[src/rtl/reg_port_sequencer_if.sv]
// Purpose : command, response and register-file port bundle for reg_port_sequencer.
// Latency : n/a (wires only).
// Backpressure: cmd_valid/cmd_ready and rsp_valid/rsp_ready handshakes; rf_* port has none.
// Ports (slave = sequencer view):
//   cmd_valid/cmd_ready/cmd_op/cmd_addr_a/cmd_addr_b/cmd_data : command channel
//   rsp_valid/rsp_ready/rsp_data                              : response channel
//   rf_en/rf_addr/rf_wdata/rf_rdata                           : register file port
interface reg_port_sequencer_if #(
  parameter int ADDR_W = 4,
  parameter int DATA_W = 8
) ();
  logic              cmd_valid;
  logic              cmd_ready;
  logic [1:0]        cmd_op;
  logic [ADDR_W-1:0] cmd_addr_a;
  logic [ADDR_W-1:0] cmd_addr_b;
  logic [DATA_W-1:0] cmd_data;

  logic              rsp_valid;
  logic              rsp_ready;
  logic [DATA_W-1:0] rsp_data;

  logic              rf_en;
  logic [ADDR_W-1:0] rf_addr;
  logic [DATA_W-1:0] rf_wdata;
  logic [DATA_W-1:0] rf_rdata;

  // Sequencer side.
  modport slave (
    input  cmd_valid, cmd_op, cmd_addr_a, cmd_addr_b, cmd_data,
    input  rsp_ready, rf_rdata,
    output cmd_ready, rsp_valid, rsp_data,
    output rf_en, rf_addr, rf_wdata
  );

  // Controller / register-file side.
  modport master (
    output cmd_valid, cmd_op, cmd_addr_a, cmd_addr_b, cmd_data,
    output rsp_ready, rf_rdata,
    input  cmd_ready, rsp_valid, rsp_data,
    input  rf_en, rf_addr, rf_wdata
  );
endinterface

[src/rtl/reg_port_sequencer.sv]
// Purpose : expands READ/WRITE/COPY/SWAP commands into single-port register-file accesses.
// Latency : response valid 1/1/2/4 port cycles after accept (READ/WRITE/COPY/SWAP).
// Backpressure: one command in flight; cmd_ready only in IDLE, RESP holds until rsp_ready.
// Ports:
//   clk, rst_n : clock, asynchronous active-low reset
//   bus        : reg_port_sequencer_if.slave (command, response, register-file port)
module reg_port_sequencer #(
  parameter int ADDR_W = 4,
  parameter int DATA_W = 8
) (
  input  logic                clk,
  input  logic                rst_n,
  reg_port_sequencer_if.slave bus
);

  typedef enum logic [1:0] {
    OP_READ  = 2'b00,
    OP_WRITE = 2'b01,
    OP_COPY  = 2'b10,
    OP_SWAP  = 2'b11
  } op_e;

  typedef enum logic [2:0] {
    IDLE,
    RD_A,
    RD_B,
    WR_A,
    WR_B,
    RESP
  } state_e;

  state_e            state_q, state_d;
  op_e               op_q, op_d;
  logic [ADDR_W-1:0] addr_a_q, addr_a_d;
  logic [ADDR_W-1:0] addr_b_q, addr_b_d;
  logic [DATA_W-1:0] data_q, data_d;
  logic [DATA_W-1:0] tmp_a_q, tmp_a_d;
  logic [DATA_W-1:0] tmp_b_q, tmp_b_d;
  logic [DATA_W-1:0] rsp_data_q, rsp_data_d;

  always_ff @(posedge clk or negedge rst_n) begin
    if (!rst_n) begin
      state_q    <= IDLE;
      op_q       <= OP_READ;
      addr_a_q   <= '0;
      addr_b_q   <= '0;
      data_q     <= '0;
      tmp_a_q    <= '0;
      tmp_b_q    <= '0;
      rsp_data_q <= '0;
    end else begin
      state_q    <= state_d;
      op_q       <= op_d;
      addr_a_q   <= addr_a_d;
      addr_b_q   <= addr_b_d;
      data_q     <= data_d;
      tmp_a_q    <= tmp_a_d;
      tmp_b_q    <= tmp_b_d;
      rsp_data_q <= rsp_data_d;
    end
  end

  always_comb begin
    state_d    = state_q;
    op_d       = op_q;
    addr_a_d   = addr_a_q;
    addr_b_d   = addr_b_q;
    data_d     = data_q;
    tmp_a_d    = tmp_a_q;
    tmp_b_d    = tmp_b_q;
    rsp_data_d = rsp_data_q;

    bus.cmd_ready = 1'b0;
    bus.rsp_valid = 1'b0;
    bus.rf_en     = 1'b0;
    // Idle/response cycles park the address on a so the port never floats.
    bus.rf_addr   = addr_a_q;
    bus.rf_wdata  = '0;

    case (state_q)
      IDLE: begin
        bus.cmd_ready = 1'b1;
        if (bus.cmd_valid) begin
          op_d     = op_e'(bus.cmd_op);
          addr_a_d = bus.cmd_addr_a;
          addr_b_d = bus.cmd_addr_b;
          data_d   = bus.cmd_data;
          state_d  = (op_e'(bus.cmd_op) == OP_WRITE) ? WR_A : RD_A;
        end
      end

      RD_A: begin
        tmp_a_d = bus.rf_rdata;
        case (op_q)
          OP_READ: begin
            // tmp_a is being loaded on this same edge, so take the value off the port.
            rsp_data_d = bus.rf_rdata;
            state_d    = RESP;
          end
          OP_COPY: state_d = WR_B;
          default: state_d = RD_B;
        endcase
      end

      RD_B: begin
        bus.rf_addr = addr_b_q;
        tmp_b_d     = bus.rf_rdata;
        state_d     = WR_A;
      end

      WR_A: begin
        bus.rf_en    = 1'b1;
        bus.rf_wdata = (op_q == OP_SWAP) ? tmp_b_q : data_q;
        if (op_q == OP_SWAP) begin
          state_d = WR_B;
        end else begin
          rsp_data_d = data_q;
          state_d    = RESP;
        end
      end

      WR_B: begin
        // COPY and SWAP both answer with the value originally read from a.
        bus.rf_en    = 1'b1;
        bus.rf_addr  = addr_b_q;
        bus.rf_wdata = tmp_a_q;
        rsp_data_d   = tmp_a_q;
        state_d      = RESP;
      end

      RESP: begin
        bus.rsp_valid = 1'b1;
        if (bus.rsp_ready) begin
          state_d = IDLE;
        end
      end

      default: state_d = IDLE;
    endcase
  end

  assign bus.rsp_data = rsp_data_q;

endmodule
[src/flat_wrapper.sv]
// flat-port wrapper written by rule: the top's interface ports become plain ports
module reg_port_sequencer_flat 
#(
  parameter int ADDR_W = 4,
  parameter int DATA_W = 8
)
  (clk, rst_n, bus_cmd_valid, bus_cmd_op, bus_cmd_addr_a, bus_cmd_addr_b, bus_cmd_data, bus_rsp_ready, bus_rf_rdata, bus_cmd_ready, bus_rsp_valid, bus_rsp_data, bus_rf_en, bus_rf_addr, bus_rf_wdata);
  reg_port_sequencer_if #(.ADDR_W(ADDR_W), .DATA_W(DATA_W)) bus_i ();
  input  logic clk;
  input  logic rst_n;
  input wire logic [$bits(bus_i.cmd_valid)-1:0] bus_cmd_valid;
  input wire logic [$bits(bus_i.cmd_op)-1:0] bus_cmd_op;
  input wire logic [$bits(bus_i.cmd_addr_a)-1:0] bus_cmd_addr_a;
  input wire logic [$bits(bus_i.cmd_addr_b)-1:0] bus_cmd_addr_b;
  input wire logic [$bits(bus_i.cmd_data)-1:0] bus_cmd_data;
  input wire logic [$bits(bus_i.rsp_ready)-1:0] bus_rsp_ready;
  input wire logic [$bits(bus_i.rf_rdata)-1:0] bus_rf_rdata;
  output wire logic [$bits(bus_i.cmd_ready)-1:0] bus_cmd_ready;
  output wire logic [$bits(bus_i.rsp_valid)-1:0] bus_rsp_valid;
  output wire logic [$bits(bus_i.rsp_data)-1:0] bus_rsp_data;
  output wire logic [$bits(bus_i.rf_en)-1:0] bus_rf_en;
  output wire logic [$bits(bus_i.rf_addr)-1:0] bus_rf_addr;
  output wire logic [$bits(bus_i.rf_wdata)-1:0] bus_rf_wdata;
  assign bus_i.cmd_valid = bus_cmd_valid;
  assign bus_i.cmd_op = bus_cmd_op;
  assign bus_i.cmd_addr_a = bus_cmd_addr_a;
  assign bus_i.cmd_addr_b = bus_cmd_addr_b;
  assign bus_i.cmd_data = bus_cmd_data;
  assign bus_i.rsp_ready = bus_rsp_ready;
  assign bus_i.rf_rdata = bus_rf_rdata;
  assign bus_cmd_ready = bus_i.cmd_ready;
  assign bus_rsp_valid = bus_i.rsp_valid;
  assign bus_rsp_data = bus_i.rsp_data;
  assign bus_rf_en = bus_i.rf_en;
  assign bus_rf_addr = bus_i.rf_addr;
  assign bus_rf_wdata = bus_i.rf_wdata;
  reg_port_sequencer #(.ADDR_W(ADDR_W), .DATA_W(DATA_W)) u_core (.clk(clk), .rst_n(rst_n), .bus(bus_i));
endmodule
[config.mk]
export PLATFORM = sky130hd
export DESIGN_NAME = reg_port_sequencer_flat
export DESIGN_NICKNAME = d
export VERILOG_FILES = /design/src/rtl/reg_port_sequencer_if.sv /design/src/rtl/reg_port_sequencer.sv /design/src/flat_wrapper.sv
export SDC_FILE = /design/constraint.sdc
export NUM_CORES = 1
export LEC_CHECK = 0
export BUFFER_PORTS_ARGS = -buffer_cell sky130_fd_sc_hd__buf_2
export CORE_MARGIN = 2
export CORE_UTILIZATION = 30
export CTS_CLUSTER_DIAMETER = 120
export CTS_CLUSTER_SIZE = 8
export DETAILED_ROUTE_END_ITERATION = 12
export SYNTH_ARGS = -nofsm -noshare
export SYNTH_HDL_FRONTEND = slang
export SYNTH_SLANG_ARGS = --single-unit
[constraint.sdc]
create_clock -name clk -period 1.48 [get_ports clk]
set_input_delay 0.074 -clock clk [delete_from_list [all_inputs] [get_ports clk]]
set_output_delay 0.074 -clock clk [all_outputs]
set_load 0.02 [all_outputs]
; ---- After elaboration in Yosys (flattened, before gate mapping)
; Index checks and enable logic that the tools add are counted.
[classes]
eq_ne = 12
n_mux = 15
n_reduce_logical = 8
[ops]
columns = op, count
row1 = $mux 8, 3
row2 = $pmux 8 s3, 1
row3 = $pmux 3 s6, 1
row4 = $pmux 8 s2, 1
row5 = $eq 3x2->1 const B, 2
row6 = $eq 3x3->1 const B, 2
row7 = $mux 3, 2
row8 = $ne 2x2->1 const B, 3
row9 = $pmux 3 s2, 1
row10 = $eq 2x2->1 const B, 2
row11 = $mux 1, 4
row12 = $mux 4, 1
row13 = $reduce_and 2->1, 2
row14 = $reduce_or 2->1, 2
row15 = $eq 3x1->1 const B, 1
row16 = $logic_not 3->1, 1
row17 = $reduce_and 3->1, 1
row18 = $reduce_bool 3->1, 1
row19 = $eq 2x1->1 const B, 1
row20 = $logic_not 2->1, 1
row21 = $mux 2, 1
row22 = $ne 2x1->1 const B, 1
[totals]
register_bits = 45
input_bits = 30
wordCells = 43

; ---- Longest topological paths before layout
; Gate-level depths: netlist of the first run.
[logic_depth]
word_depth = 4
ltp_mapped = 6
mapped_depth_nobuf = 3

; ---- Worst setup path before layout of the first run
; No wires, ideal clock.
[synth_timing]
path_type = flip-flop to flip-flop
start = reg u_core.state_q[0]
end = reg u_core.addr_a_q[0]
setup_time_ns = 0.125
t_arrival_ns = 1.560
slack_ns = -0.205
path_stages_with_launch = 7
path_buffers = 3
period_less_slack_ns = 1.685
cell_sequence = dfrtp_1 buf_6 nor3_4 and2_1 buf_6 buf_12 mux2_4
[synth_between]
elab_chain_cells = 2
[synth_rtl]
columns = element, line
row1 = from (decl), reg_port_sequencer.sv:32  ; state_e state_q, state_d;
row2 = from (signal assigned), reg_port_sequencer.sv:52  ; state_q <= state_d;
row3 = $logic_not 3->1, reg_port_sequencer.sv:80  ; case (state_q)
row4 = $reduce_and 2->1 (no source line), n/a
row5 = to (signal assigned), reg_port_sequencer.sv:54  ; addr_a_q <= addr_a_d;
row6 = to (decl), reg_port_sequencer.sv:34  ; logic [ADDR_W-1:0] addr_a_q, addr_a_d;
; Every way passes these cells.
; A chain may end at the register's enable or synchronous reset.

; ---- Worst setup path in the final report of the first run
[layout_timing]
start = reg u_core.state_q[2]
end = out bus_rf_wdata[3]
[layout_between]
elab_chain_cells = 2
[layout_rtl]
columns = element, line
row1 = $eq 3x3->1 / $eq 3x2->1 (equally long branches), reg_port_sequencer.sv:80
row2 = $pmux 8 s2 *, reg_port_sequencer.sv:80
row3 = to (decl), flat_wrapper.sv:23  ; output wire logic [$bits(bus_i.rf_wdata)-1:0] bus_rf_wdata;
; Mark *: on every way between the ends. The rest lies on a longest branch, timed or not.

==> reports/results.ini, run 1 <==
[timing]
worstMarginPinSlew_ps=524
final_max_slew_viol_count=0
max_freq_mhz=578
rsz0062_at_grt=true
setup_viol_count_final=57
timing.final.hold_violations=0
fin_hold_ws_ps=14.0
fin_skew_ps=11.9
min_period_over_period_pct=117
period_needed_ps=1730
slew_headroom_pct=65.1
fin_ws_ps=-251

[cells_and_area]
final_area_sq_um=3920
utilization_pct=50.4
antennaDiodeCount=0
final_net_count=345
syn2layout_area_growth_pct=62.0
drive_gt1_share_pct=62.7

[clock_network]
clkTransAtPathRegs_ps=90
clockBufferDepth=2
numCtsBuffers=5
cts_sinks=45
cts_tree=done
htreeDepth=2
worst_skew_pair.late_latency_ps=300
ctsRootBufferMaster=clkbuf_8

[synthesis]
yosys-top-cells-area=dfrtp_1 (47%), mux2_2 (10%), mux2_4 (5.6%)
synth.most_common_cell=dfrtp_1
synthTopCellsByCount=dfrtp_1 (45), mux2_2 (22), o21ai_0 (19)
ys_async_sr_fraction_pct=100
synth_top_area_cell=dfrtp_1
yosys_warnings=0
ys.flop_type=dfrtp_1
avgSynthCellArea_sq_um=12.1
synth_nets=230
synth_edf_count=0
synth_cell_types=37
netlist_area_sq_um=2420
ys_seq_elements=45
yosysSeqAreaShare_pct=46.6
synth_cells=200
netlist.area_leader.share_pct=46.6

[floorplanning]
core_sq_um=7770
start_util_pct=31.1
num_rows=32
chipHeight_microns=93.8
die_w_microns=93.8
ioPinCount=53
die_area_sq_um=8790

[critical_path]
cp_slowest_cell=dfrtp_2
critical_path.top_delay_family=flip-flops
cp-start-kind=flop
cp_cell_sequence=buf_6, nor3b_4, buf_6, nand2_2, o21ai_2, buf_6
cpMostUsedCell=buf_6
crit_buf_inv=3
crit_fanout=5
cp-end-kind=output port
cp.arrival_ps=1660
crit_required_ps=1410
crit_type=reg -> out
slowest_delay_ps=480

[placed_design]
gp_congestion=0.782
dpl-instance-area_sq_um=2970
port_buffers=52
dpl.hpwl_mm=4.38

[grt]
grt_pass1_wl_mm=11.2
grt_pass1_vias=2193
antenna_found_initial=0
grt_max_degree=24
gr-usage-all-layers_pct=16.5
grt-ovfl-total=0

[status]
failed_checks=negative setup slack
status=complete, but fails checks

[drt]
avgRoutedWirePerCell_microns=17.3
met3_length_microns=240
drc=0
wl_met2_mm=3.61
ant_nets=0
drt-total-wl_mm=7.24
wl_met1_mm=3.25
vias=2116
via_per_inst=5.06
drtIter0Drc=103
first_pass_iters=4
top_layer=met4

[pwr]
vdd_drop_max_mv=0.881
leakage_nw=1.84
p_per_area_nw_per_um2=2420

[hold_path]
hold_path_class=in -> reg

[run]
max_cap_violations=0

registers in the layout (all words and copies together), names as in the netlist:
| name | cells |
|---|---|
| u_core.data_q | 8 |
| u_core.tmp_a_q | 8 |
| u_core.tmp_b_q | 8 |
| u_core.addr_b_q | 4 |
| u_core.op_q | 2 |
| u_core.addr_a_q | 4 |
| u_core.state_q | 3 |
| u_core.bus.rsp_data | 8 |
placed cells by master, fill, tap and decap left out, types with 2 or more instances in the layout:
cell type	instances
a32oi_1	8
a31oi_1	8
and3b_1	8
buf_6	40
nor2b_1	8
buf_2	37
o21ai_0	10
a221oi_2	2
nor3_4	3
dfrtp_2	3
nand3b_4	2
a311oi_1	2
a311oi_2	6
o21ai_2	10
clkbuf_8	7
mux2i_1	8
mux2_4	37
buf_4	28
nand2_1	6
dlygate4sd3_1	11
buf_12	4
inv_1	3
dfrtp_1	42
nand2_2	4
power breakdown:
part / leakage, nW / switching, mW / total (mW) / internal (mW)
sequential: 0.526 / 0.582 / 2.46 / 1.88
combinational: 1.26 / 2.67 / 6.16 / 3.49
clock: 0.0542 / 0.421 / 0.844 / 0.423
area by class of cell:
cell class,count,area (sq um)
sequential,45,1130
clock buffer,7,96.3
inverter,5,21.3
timing repair buffer,122,1080
fill,677,3850
clock inverter,1,5.00
multi-input combinational,136,1460
tap,102,128
metrics by stage:
stage / instances / TNS [ps] / power (mW) / setup WS [ps]
global placement: 369 / -1890 / 6.39 / -84.1
floorplan: 200 / -1520 / 5.02 / -142
CTS: 405 / -7600 / 8.90 / -252
detailed placement: 369 / -2530 / 6.45 / -99.2
finish: 418 / -9200 / 9.47 / -251
global route: 418 / -12400 / 10.0 / -346
final timing paths:
kind / from / to / slack (ps) / depth (start not counted)
max in group asynchronous: rst_n / u_core.state_q[1] / 580 / 3
setup / recovery: u_core.state_q[2] / bus_rf_wdata[3] / -250 / 6
hold reg to reg: u_core.tmp_b_q[0] / u_core.tmp_b_q[0] / 520 / 1
setup reg to reg: u_core.state_q[1] / u_core.data_q[5] / -240 / 6
min in group asynchronous: rst_n / u_core.tmp_a_q[5] / 280 / 2
hold / removal: bus_cmd_data[1] / u_core.data_q[1] / 10 / 2
cells by family (layout without fill, tap and decap cells):
logic type	Yosys count	after routing	share of synthesized area, %
AOI/OAI and AO/OA	51	51	14.5
xor gates and xnor gates	1	1	0.362
buffers and inverters	20	135	5.33
DFF	45	45	46.6
muxes	45	45	21.9
and+or+nand+nor	38	39	11.2
layer usage:
layer,track usage (%),vias to the layer above
met2,27.2,50
met3,2.81,8
met4,5.56,0
li1,-,979
met5,0,-
met1,21.8,1079
what timing repair did:
item,4_1_cts,5_1_grt
gates resized for setup,100,29
endpoints found under the setup margin,53,58
setup buffers,18,14
hold buffers,9,2
hold endpoints to repair,29,2
pin swaps,12,9
gates cloned,1,1
(Power assumes the default switching activity.)
==> run 2: changes to the inputs <==
--- a/config.mk
+++ b/config.mk
@@ -5,7 +5,9 @@
 export SDC_FILE = /design/constraint.sdc
 export NUM_CORES = 1
 export LEC_CHECK = 0
+export ABC_AREA = 1
 export BUFFER_PORTS_ARGS = -buffer_cell sky130_fd_sc_hd__buf_2
+export CAP_MARGIN = 20
 export CORE_MARGIN = 2
 export CORE_UTILIZATION = 30
 export CTS_CLUSTER_DIAMETER = 120
==> reports/results.ini, run 2 <==
[floorplanning]
ioPinCount=53  ; unchanged
die_w_microns=91.5  ; -2.5%
num_rows=31  ; -3.1%
die_area_sq_um=8360  ; -4.9%
core_sq_um=7330  ; -5.6%
start_util_pct=31.3  ; +0.18 points
chipHeight_microns=91.5  ; -2.5%

[clock_network]
worst_skew_pair.late_latency_ps=310  ; about the same
numCtsBuffers=5  ; unchanged
clockBufferDepth=2  ; unchanged
htreeDepth=2  ; unchanged
cts_sinks=45  ; unchanged
cts_tree=done
ctsRootBufferMaster=clkbuf_8
clkTransAtPathRegs_ps=80  ; about the same

[synthesis]
synth_cells=302  ; +51%
synth.most_common_cell=nand2_1
synth_nets=332  ; +44%
synth_compound_area_share_pct=6.43  ; -8.1 points
synth_top_area_cell=dfrtp_1
synth-simple-area-share_pct=36.5  ; +25 points
ys_seq_elements=45  ; unchanged
ys_async_sr_fraction_pct=100  ; unchanged
synth_top_family_by_area=simple AND/OR/NAND/NOR gates
netlist.area_leader.share_pct=49.1  ; +2.5 points
synth_edf_count=0  ; unchanged
synth_adder_area_share_pct=0  ; unchanged
yosys_warnings=0  ; unchanged
avgSynthCellArea_sq_um=7.60  ; -37%
yosys-top-cells-area=dfrtp_1 (49%), nand2_1 (20%), nand3_1 (9.2%)
netlist_area_sq_um=2290  ; -5.1%
yosysSeqAreaShare_pct=49.1  ; +2.5 points
synthTopCellsByCount=nand2_1 (123), dfrtp_1 (45), nand3_1 (42)
synth_cell_types=20  ; -46%
synth-xor-area-share_pct=0  ; -0.36 points
synth_mux_area_share_pct=0  ; -22 points
ys.flop_type=dfrtp_1

[timing]
setup_viol_count_final=42  ; -26%
slew_headroom_pct=68.9  ; +3.9 points
rsz0062_at_grt=true
worstMarginPinSlew_ps=466  ; -58.4 ps
min_period_over_period_pct=116  ; -0.77 points
fin_ws_ps=-240  ; +11.4 ps
max_freq_mhz=581  ; +0.66%
timing.final.hold_violations=2  ; +2
final_max_slew_viol_count=0  ; unchanged
fin_hold_ws_ps=-1.40  ; -15.4 ps
fin_skew_ps=10.6  ; -1.34 ps
period_needed_ps=1720  ; -11.4 ps

[critical_path]
cp-startpoint=u_core.state_q[0]
crit_type=reg -> out
r2r-end=u_core.op_q[0]
cp.arrival_ps=1650  ; about the same
crit_fanout=5  ; unchanged
r2r_start=u_core.state_q[0]
cp-start-kind=flop
endpoint=bus_rf_wdata[4]
crit_required_ps=1410  ; about the same
cp-end-kind=output port
worstRegToRegCells=9  ; +3
rrSetupSlack_ps=-100  ; +140 ps

[cells_and_area]
antennaDiodeCount=0  ; unchanged
mostFrequentLayoutCells=nand2_1 (95), dfrtp_1 (42), buf_2 (39)
layout_commonest_cell=nand2_1
multi_input_area_sq_um=1180  ; -19%
final_cell_count_no_fill=503  ; +20%
num-fill-cells=704  ; +4.0%
register_area_sq_um=1130  ; unchanged
final_net_count=433  ; +26%
syn2layout_area_growth_pct=54.0
final_area_sq_um=3530  ; -9.7%
drive_gt1_share_pct=41.1  ; -22 points

[hold_path]
hold_path_class=in -> reg

[placed_design]
dpl.hpwl_mm=4.57  ; +4.3%
dp.cells=460  ; +25%
gp_congestion=0.852  ; +9.0%
dpl-instance-area_sq_um=2770  ; -6.8%
port_buffers=52  ; unchanged

[drt]
ant_nets=0  ; unchanged
vias=2466  ; +17%
drtIter0Drc=136  ; +32%
via_per_inst=4.90  ; -3.2%
avgRoutedWirePerCell_microns=14.6  ; -16%
first_pass_iters=6  ; +2
drt-total-wl_mm=7.36  ; +1.7%
drc=0  ; unchanged

[run]
max_cap_violations=0  ; unchanged

[pwr]
p_per_area_nw_per_um2=2240  ; -7.4%
leakage_nw=1.85  ; +0.82%
vdd_drop_max_mv=0.688  ; -22%

[grt]
grt-ovfl-total=0  ; unchanged
gr-usage-all-layers_pct=16.8  ; +0.38 points
antenna_found_initial=0  ; unchanged
grt_max_degree=27  ; +13%
grt_pass1_wl_mm=11.2  ; -0.25%
grt_pass1_vias=2326  ; +6.1%

[status]
failed_checks=negative hold slack, negative setup slack
status=complete, but fails checks

==> run 2: cell count changes in the layout (fill, tap and decap cells not counted), sizes merged, moves of 9 or more <==
| cell | delta |
|---|---|
| inv | +22 |
| nand2 | +113 |
| nor2 | +9 |
| nand3 | +42 |
| nand4 | +10 |
| mux2 | -37 |
| buf | -11 |
==> run 2: area by class of cell <==
cell class	instances	area share, %
repair buffers	107	24.4
flip-flops and latches	45	32.0
well taps	99	3.50
repair inverters	1	0.212
clock buffers	6	2.34
clock inverters	2	1.06
multi-input cells	216	33.5
inverters	27	3.08
==> run 2: critical path: stages (launching register included) <==
cell     delay [ps]
dfrtp_2         450
buf_6           160
nor2_4          150
buf_6           140
buf_6           100
nand3_2         100
nand3_2         120
buf_6           120
==> run 2: worst min-delay path by stage <==
stage,startpoint,end,slack (ps),cells after the start
2_1_floorplan,rst_n,u_core.addr_a_q[0],-220,0
3_3_place_gp,rst_n,u_core.addr_a_q[0],40,1
3_5_place_dp,rst_n,u_core.addr_a_q[0],50,1
4_1_cts,bus_cmd_addr_b[1],u_core.addr_b_q[1],2,3
5_1_grt,bus_cmd_data[1],u_core.data_q[1],8,3
6_report,bus_cmd_addr_a[1],u_core.addr_a_q[1],-1,3
==> run 2: cell families after synthesis <==
family,Yosys count
flip-flops,45
AND/OR/NAND/NOR,190
buffers and inverters,41
AO/OA/AOI/OAI,26
==> run 2: what timing repair did <==
| item | CTS | global route |
|---|---|---|
| buffers inserted | 14 | 11 |
| endpoints found under the hold margin | 25 | 1 |
| cloned | 3 | 0 |
| pin swaps | 12 | 21 |
| endpoints found under the setup margin | 23 | 46 |
| gates resized for setup | 47 | 61 |
| hold buffers | 7 | 1 |
==> run 2: where the power goes <==
group	leakage, nW	switching (mW)	internal [mW]
Clock	0.0574	0.450	0.549
Sequential	0.552	0.501	1.84
Combinational	1.24	2.56	2.02
==> run 2: stage by stage <==
| stage | utilization, % | setup TNS [ps] | total power [mW] | worst slack (ps) | hold slack [ps] |
|---|---|---|---|---|---|
| floorplan | - | 0 | 4.31 | 128 | -222 |
| global placement | 37.8 | 0 | 5.38 | 7.90 | 44.4 |
| detailed placement | 37.8 | -11.9 | 5.42 | -6.69 | 47.9 |
| CTS | 44.4 | -1760 | 7.15 | -153 | 2.20 |
| global route | 48.2 | -7090 | 8.47 | -295 | 7.84 |
| finish | 48.2 | -4140 | 7.92 | -240 | -1.40 |
==> run 2: layer usage <==
metal / share of wire [%] / global-route usage (%) / up-vias
met1: 42 / 22.4 / 1172
met5: 0 / 0 / -
met2: 49 / 26.5 / 96
met4: 3.3 / 7.07 / 0
met3: 5.5 / 3.49 / 23
li1: - / - / 1175
